<file path="config.mk">
export PLATFORM = sky130hd
export DESIGN_NAME = dtype_mem_access
export DESIGN_NICKNAME = d
export VERILOG_FILES = /design/src/rtl/dmem_pkg.sv /design/src/rtl/dmem_ea_calc.sv /design/src/rtl/dtype_mem_access.sv
export SDC_FILE = /design/constraint.sdc
export NUM_CORES = 1
export LEC_CHECK = 0
export BUFFER_PORTS_ARGS = -buffer_cell sky130_fd_sc_hd__buf_4
export CAP_MARGIN = 15
export CORE_AREA = 2 2 182 184
export CTS_CLUSTER_SIZE = 14
export DETAILED_ROUTE_END_ITERATION = 10
export DIE_AREA = 0 0 184 186
export GPL_TIMING_DRIVEN = 0
export PLACE_DENSITY = 0.61
export REMOVE_ABC_BUFFERS = 1
export SETUP_SLACK_MARGIN = 0.4
export SLEW_MARGIN = 20
export SYNTH_ARGS = -nofsm -noshare
export SYNTH_HDL_FRONTEND = slang
export SYNTH_SLANG_ARGS = --single-unit
</file>
<file path="constraint.sdc">
create_clock -name clk -period 4.8 [get_ports clk]
set_input_delay 0.72 -clock clk [delete_from_list [all_inputs] [get_ports clk]]
set_output_delay 0.72 -clock clk [all_outputs]
set_load 0.03 [all_outputs]
</file>
<file path="src/rtl/dmem_pkg.sv">
// dmem_pkg
//   Shared types and constants for the D-format memory-stage engine.
//   - state_t          : transaction FSM states
//   - DWORD_ALIGN_BITS : low address bits that must be zero for a doubleword
//   - BYTE_MASK        : mask selecting the low byte of a 64-bit word
package dmem_pkg;

  typedef enum logic [1:0] {
    IDLE = 2'd0,
    REQ  = 2'd1,
    WAIT = 2'd2,
    RESP = 2'd3
  } state_t;

  localparam int          DWORD_ALIGN_BITS = 3;
  localparam logic [63:0] BYTE_MASK        = 64'hFF;

endpackage

</file>
<file path="src/rtl/dmem_ea_calc.sv">
// dmem_ea_calc
//   Combinational effective-address adder with doubleword alignment check.
//   Ports:
//     base_addr      in  ADDR_W  Rn value
//     dAddr9Extended in  ADDR_W  sign-extended 9-bit offset
//     op_is_byte     in  1       byte access (never misaligned)
//     ea             out ADDR_W  base_addr + offset, wraps modulo 2^ADDR_W
//     misaligned     out 1       doubleword access with ea[2:0] != 0
module dmem_ea_calc
  import dmem_pkg::*;
#(
  parameter int ADDR_W = 64
) (
  input  logic [ADDR_W-1:0] base_addr,
  input  logic [ADDR_W-1:0] dAddr9Extended,
  input  logic              op_is_byte,
  output logic [ADDR_W-1:0] ea,
  output logic              misaligned
);

  // Plain modular add: carry out is discarded, wrap-around is legal.
  assign ea         = base_addr + dAddr9Extended;
  assign misaligned = !op_is_byte && (ea[DWORD_ALIGN_BITS-1:0] != '0);

endmodule

</file>
<file path="src/rtl/dtype_mem_access.sv">
// dtype_mem_access
//   Memory-stage engine for LDUR/STUR/LDURB/STURB. Accepts an op in IDLE,
//   forms the effective address, runs a req/ack handshake with data memory
//   (with timeout), stalls the pipeline meanwhile, and reports exactly one
//   completion pulse (ld_valid, st_done or access_err) in RESP.
//   Ports:
//     clk, reset (async, active low)
//     op_valid/op_is_store/op_is_byte/base_addr/dAddr9Extended/store_data : op in
//     mem_req/mem_we/mem_addr/mem_wdata/mem_bytesel : request to memory
//     mem_ack/mem_rdata                             : memory completion
//     stall                                         : hold upstream pipeline
//     ld_valid/load_data, st_done, access_err       : completion to writeback
module dtype_mem_access
  import dmem_pkg::*;
#(
  parameter int TIMEOUT_CYCLES = 16,
  parameter int ADDR_W         = 64
) (
  input  logic              clk,
  input  logic              reset,
  input  logic              op_valid,
  input  logic              op_is_store,
  input  logic              op_is_byte,
  input  logic [ADDR_W-1:0] base_addr,
  input  logic [ADDR_W-1:0] dAddr9Extended,
  input  logic [ADDR_W-1:0] store_data,
  output logic              mem_req,
  output logic              mem_we,
  output logic [ADDR_W-1:0] mem_addr,
  output logic [ADDR_W-1:0] mem_wdata,
  output logic              mem_bytesel,
  input  logic              mem_ack,
  input  logic [ADDR_W-1:0] mem_rdata,
  output logic              stall,
  output logic              ld_valid,
  output logic [ADDR_W-1:0] load_data,
  output logic              st_done,
  output logic              access_err
);

  // Counter must be able to hold TIMEOUT_CYCLES (one past terminal count).
  localparam int               CNT_W    = $clog2(TIMEOUT_CYCLES + 1);
  localparam logic [CNT_W-1:0] CNT_TERM = CNT_W'(TIMEOUT_CYCLES - 1);

  state_t              r_state;
  state_t              w_state_next;
  logic [ADDR_W-1:0]   r_ea;
  logic [ADDR_W-1:0]   r_wdata;
  logic                r_is_store;
  logic                r_is_byte;
  logic                r_err;
  logic [CNT_W-1:0]    r_cnt;
  logic [ADDR_W-1:0]   r_load_data;

  logic [ADDR_W-1:0]   w_ea;
  logic                w_misaligned;
  logic                w_accept;
  logic                w_capture;
  logic                w_timeout;
  logic                w_req;
  logic                w_stall;

  dmem_ea_calc #(
    .ADDR_W(ADDR_W)
  ) u_ea_calc (
    .base_addr      (base_addr),
    .dAddr9Extended (dAddr9Extended),
    .op_is_byte     (op_is_byte),
    .ea             (w_ea),
    .misaligned     (w_misaligned)
  );

  // State register
  always_ff @(posedge clk or negedge reset) begin
    if (!reset) begin
      r_state <= IDLE;
    end else begin
      r_state <= w_state_next;
    end
  end

  // Next-state and control decode
  always_comb begin
    w_state_next = r_state;
    w_accept     = 1'b0;
    w_capture    = 1'b0;
    w_timeout    = 1'b0;
    w_req        = 1'b0;
    w_stall      = 1'b0;
    case (r_state)
      IDLE: begin
        if (op_valid) begin
          w_accept     = 1'b1;
          w_stall      = 1'b1;
          // A misaligned doubleword never reaches memory.
          w_state_next = w_misaligned ? RESP : REQ;
        end
      end
      REQ: begin
        w_req        = 1'b1;
        w_stall      = 1'b1;
        w_state_next = WAIT;
      end
      WAIT: begin
        w_req   = 1'b1;
        w_stall = 1'b1;
        // Ack is checked first so an ack on the terminal count still succeeds.
        if (mem_ack) begin
          w_capture    = 1'b1;
          w_state_next = RESP;
        end else if (r_cnt == CNT_TERM) begin
          w_timeout    = 1'b1;
          w_state_next = RESP;
        end
      end
      RESP: begin
        w_state_next = IDLE;
      end
      default: begin
        w_state_next = IDLE;
      end
    endcase
  end

  // Transaction registers
  always_ff @(posedge clk or negedge reset) begin
    if (!reset) begin
      r_ea        <= '0;
      r_wdata     <= '0;
      r_is_store  <= 1'b0;
      r_is_byte   <= 1'b0;
      r_err       <= 1'b0;
      r_cnt       <= '0;
      r_load_data <= '0;
    end else begin
      if (w_accept) begin
        r_ea       <= w_ea;
        r_wdata    <= op_is_byte ? (store_data & ADDR_W'(BYTE_MASK)) : store_data;
        r_is_store <= op_is_store;
        r_is_byte  <= op_is_byte;
        r_err      <= w_misaligned;
        r_cnt      <= '0;
      end else if (r_state == REQ || r_state == WAIT) begin
        // Counts cycles since the request was first raised (REQ is cycle 0).
        r_cnt <= r_cnt + CNT_W'(1);
      end
      if (w_timeout) begin
        r_err <= 1'b1;
      end
      // Stores leave load_data untouched; it only changes on a load completion.
      if (w_capture && !r_is_store) begin
        r_load_data <= r_is_byte ? (mem_rdata & ADDR_W'(BYTE_MASK)) : mem_rdata;
      end
    end
  end

  assign mem_req     = w_req;
  assign mem_we      = w_req & r_is_store;
  assign mem_bytesel = w_req & r_is_byte;
  assign mem_addr    = r_ea;
  assign mem_wdata   = r_wdata;
  assign stall       = w_stall;
  assign load_data   = r_load_data;

  assign ld_valid    = (r_state == RESP) && !r_err && !r_is_store;
  assign st_done     = (r_state == RESP) && !r_err &&  r_is_store;
  assign access_err  = (r_state == RESP) &&  r_err;

endmodule

</file>
# == Word level (Yosys, flattened, before mapping) ==
# Index checks and enable logic that the tools add are counted.
# classes
add_sub_neg,2
eq_ne,6
n_mux,20
bitwise,2
n_reduce_logical,16
# ops
op,count
64-bit two-way mux,2
64-bit adder,1
1-bit two-way mux,10
5-bit two-way mux,2
2-bit two-way mux,4
2-bit one-hot mux with 4 select lines,1
1-bit logical AND,6
5-bit by 1-bit adder with 5-bit output (second input constant),1
5-bit by 4-bit equality test with 1-bit output (second input constant),1
2-bit equality test (second input constant),2
2-bit nonzero test,2
1-bit zero test,3
3-bit != test (second input constant),1
3-bit nonzero test,1
1-bit bitwise AND,2
2-bit by 1-bit equality test with 1-bit output (second input constant),1
2-bit zero test,1
2-bit != test (second input constant),1
1-bit one-hot mux with 2 select lines,1
2-bit AND reduction,1
2-bit OR reduction,1
1-bit logical OR,1
# totals
regBits,202
in_bits,262
output_inout_bits,199

# == Logic depth before layout (Yosys ltp) ==
# logic_depth
ltp_word,6
depth_mapped,11
ltp_nobuf,11

# == Modules after synthesis ==
# Synthesis repeated with hierarchy kept, for this count alone.
# hier_totals
hier_cells,1439
area_unflattened_um2,12239.2
# by_module_without_submodules
mod,n_inst,cells_each,area_per_inst_um2,seq_area_each_um2
dtype_mem_access,1,867,8271.7,5054.8
dmem_ea_calc,1,572,3967.6,0.0

# == Least setup slack after synthesis ==
# No wires, ideal clock.
# synth_path
kind,input to register
from,input base_addr[0]
to,"register r_ea[32], in the netlist mem_addr[32]"
setup_ns,0.133
t_arrival_ns,3.214
slack_ns,1.453
stages,11
n_path_buf,0
path_cell_list,ha_1 fa_1 a21oi_1 o211ai_1 a2111oi_0 nor2_1 a21boi_0 o21ai_0 a311o_1 xnor2_1 o21ai_0
# synth_via
elab_chain_cells,1
# synth_lines
item,line_no,source
from (decl),dtype_mem_access.sv:24,"input logic [ADDR_W-1:0] base_addr,"
64-bit adder,dmem_ea_calc.sv:22,assign ea = base_addr + dAddr9Extended;
to (signal assigned),dtype_mem_access.sv:137,r_ea <= w_ea;
to (decl),dtype_mem_access.sv:47,logic [ADDR_W-1:0] r_ea;
# Every way passes these cells.
# A chain may end at the register's enable or synchronous reset.

# == Worst setup path after layout ==
# Same ends and word-level chain as after synthesis.

==> parameters.txt <==
Parameter                              Value

Timing
  Clock period minus final worst setup slack    3.84 ns
  Measured slew at the worst slew-check pin    0.894 ns
  Share of the clock period used by the worst path after layout    80.0%
  Peak clock frequency supported by timing    260 MHz
  Endpoints failing setup    0
  Final hold vios    0
  Final slew viol count    0
  Clock skew after layout    0.00958 ns
  Setup repair after global routing missed its margin    no
  Worst path setup slack after routing    0.960 ns
  Rel. slew slack    38.9%
  Worst hold slack after final layout    0.0779 ns

Layout
  Utilization after layout    52.0%
  Inserted Diodes    0
  Fraction of final layout cells sized beyond drive strength 1    30.0%
  Final std cells w/o fill    2233
  Number of nets in the layout    2140
  Area growth from synthesis to layout    40.1%
  Filler cell count    3093

Worst setup path
  CP Launch Type    input pin
  Largest stage delay, worst path    0.80 ns
  Type of destination of the critical path    flop
  Worst R2R Path Depth    7
  Most common cell type on the critical path    sky130_fd_sc_hd__o21ai_0
  Critical path fanouts, max    3
  Data arrival time at the worst-slack endpoint    4.24 ns
  Crit path cell chain    buf_4, ha_1, fa_1, a21oi_1, o211ai_1, a2111oi_0, nor2_1, a21boi_0, o21ai_0, a311o_1, xnor2_1, o21ai_0
  Slowest library cell on the worst path    sky130_fd_sc_hd__a2111oi_0
  Crit path buf inv count    1
  Crit-path leading delay family    compound AO/OA/AOI/OAI gates
  Required time at the worst-slack endpoint    5.20 ns
  Slack of the worst reg-to-reg path    2.34 ns
  Endpoint of the lowest-slack register-to-register path    mem_addr[60]
  R2R Path Start    r_state[0]
  Critical path class    in -> reg

Clock tree
  Number of buffers created by CTS    25
  Buffer count from post-CTS setup fixing    0
  CTS hold repair buffers    0
  TritonCTS clock tree    done
  Number of clock sinks    202
  Post-CTS Resized    0
  Total number of H-tree levels    1
  Insertion delay of the later-clocked pin in the worst-skew pair    0.53 ns
  Clock tree root driver cell    sky130_fd_sc_hd__clkbuf_16
  Clock-pin slew reported for the worst setup and hold paths after clock tree synthesis    0.06 ns
  Bufs on Longest Clock Path    3

Logic synthesis
  Post-synthesis adder-cell area fraction    7.50%
  Distinct cell type count of the synthesized netlist    69
  Most instantiated flip-flop cell in the synthesis netlist    sky130_fd_sc_hd__dfrtp_1
  Top cell type's share of synthesized area    42.3%
  XOR/XNOR Fraction of Synth Area    3.88%
  Cell taking the most area after synthesis    sky130_fd_sc_hd__dfrtp_1
  Share of synthesized cell area in and, or, nand and nor gates    23.9%
  Top post-synthesis cells by area    sky130_fd_sc_hd__dfrtp_1, sky130_fd_sc_hd__nand2_1, sky130_fd_sc_hd__ha_1
  Most frequent cells after synthesis    sky130_fd_sc_hd__nand2_1, sky130_fd_sc_hd__dfrtp_1, sky130_fd_sc_hd__o21ai_0
  Sequential fraction of the synthesis area    42.3%
  Post-Synthesis Cells    1390
  YS warnings    0
  Number of flops mapped to enable cells by yosys    0
  Most used standard cell by instance count after synthesis    sky130_fd_sc_hd__nand2_1
  Synthesized area divided by synthesized cell count    8.60 um2
  Fraction of the mapped netlist area in compound gates    17.8%
  Synth async-reset ratio    100%
  Combined area of all synthesized cells    12000 um2
  Share of synthesized area spent on multiplexers    1.19%
  Largest family of logic cells by synthesized area    simple AND/OR/NAND/NOR gates
  Synthesis-stage register bit count    202

Floorplanning
  Starting Density    37.1%
  Rows    66
  Total Die Area    34200 um2
  Die width    184 um
  Floorplan Core Area    32200 um2
  Vert. Die Dim    186 um
  Count of pins on the block boundary    461

Place
  Routability congestion estimate from global placement    0.899
  HPWL Detailed    30300 um
  Total of buffers placed on input and output ports    460
  Setup slack after placement    0.499 ns
  Cells after DPL    2188

Power
  Leakage power    8.46 nW
  Largest vdd supply drop    0.000371 V
  Areal power density over the cells    616 nW/um2

Drt
  Routed via count divided by cell count    5.13
  Post-route DRC violation count    0
  Final wirelength    39400 um
  1st-pass router iterations    5
  Drt first-iter violations    474
  Via count of the routed design    11463
  Antenna-violating nets left    0
  Wire length per cell after detailed routing    17.6 um

Global routing
  Maximum number of pins on one net before global-route repair    90
  Via count of the first global-routing pass    11377
  Met2 track demand over resource    37.6%
  Overall track demand over capacity in global routing    22.1%
  Initial antenna violation count    0
  Sum of overflow across all layers after global routing    0
  Met1 demand-to-capacity share in global routing    27.0%
  Top Usage Layer GRT    met2
  First-pass GRT wire length    60500 um
  Met3 track demand over resource    6.20%

Outcome
  Outcome    complete, no violations

Flow run
  Reported max-cap violation count    0

Hold path
  Path category of the worst min-delay check    in -> async
[worst max-delay path by stage]
| stage | start | to | cells past startpoint |
|---|---|---|---|
| 6_report | base_addr[0] | mem_addr[32] | 12 |
| 3_5_place_dp | base_addr[0] | mem_addr[32] | 12 |
| 2_1_floorplan | op_valid | mem_addr[53] | 4 |
| 3_3_place_gp | op_valid | mem_addr[53] | 5 |
| 5_1_grt | base_addr[0] | mem_addr[32] | 12 |
| 4_1_cts | base_addr[0] | mem_addr[32] | 12 |
[power breakdown]
group | switching [mW] | internal [mW]
logic | 3.26 | 1.93
registers | 0.508 | 2.52
clock network | 0.775 | 1.32
[state kept, by name, summed over array words and instances, names as in the netlist]
name,count
load_data,64
r_is_byte,1
r_err,1
r_is_store,1
r_cnt,5
mem_addr,64
mem_wdata,64
r_state,2
[stage by stage]
stage                     setup TNS (ns)  total power, mW  instance area, um2
after floorplan                        0             6.08               11600
after global placement           -131.51             8.22               15600
after detailed placement               0             8.29               15800
after CTS                              0             10.4               16700
after global routing                   0             11.0               16700
final                                  0             10.3               16700
[layout by cell type, fill, tap and decap left out, drive strengths merged, types with 5 or more instances in the layout]
master / n
ha: 70
nand3b: 57
o21ai: 137
nand3: 20
clkbuf: 29
nand2b: 59
dfrtp: 202
nor2b: 6
bufinv: 6
inv: 26
mux2: 10
nand4: 26
o21bai: 15
o211ai: 10
a21boi: 7
xnor2: 28
a21o: 32
or2: 6
a31oi: 9
nand2: 316
nor2: 66
a211oi: 8
nor3: 17
and2: 8
xor2: 25
a21oi: 83
clkinv: 7
o21a: 11
and3: 5
buf: 471
[cell type report]
type                            instances  area, um2  area share (%)
Tap cell                              408        510            3.05
Timing Repair Buffer                  471       3670            21.9
Inverter                               25       93.8           0.560
Sequential cell                       202       5060            30.2
Clock inverter                         16        239            1.43
Multi-Input combinational cell       1082       6500            38.8
Clock buffer                           29        671            4.01
[per-layer routing]
layer / up-vias / wire length, um
li1: 5643 / -
met5: - / 0
met4: 0 / 1200
met3: 62 / 3460
met1: 5337 / 15900
met2: 421 / 18800
[kinds of logic (layout without fill, tap and decap cells)]
| family | after synthesis | count (layout) |
|---|---|---|
| fa+ha+maj | 71 | 71 |
| flops | 202 | 202 |
| compound gates | 345 | 345 |
| mux | 13 | 13 |
| xor+xnor | 53 | 53 |
| simple gates | 600 | 600 |
| buf+inv | 106 | 541 |
(Power assumes the default switching activity.)
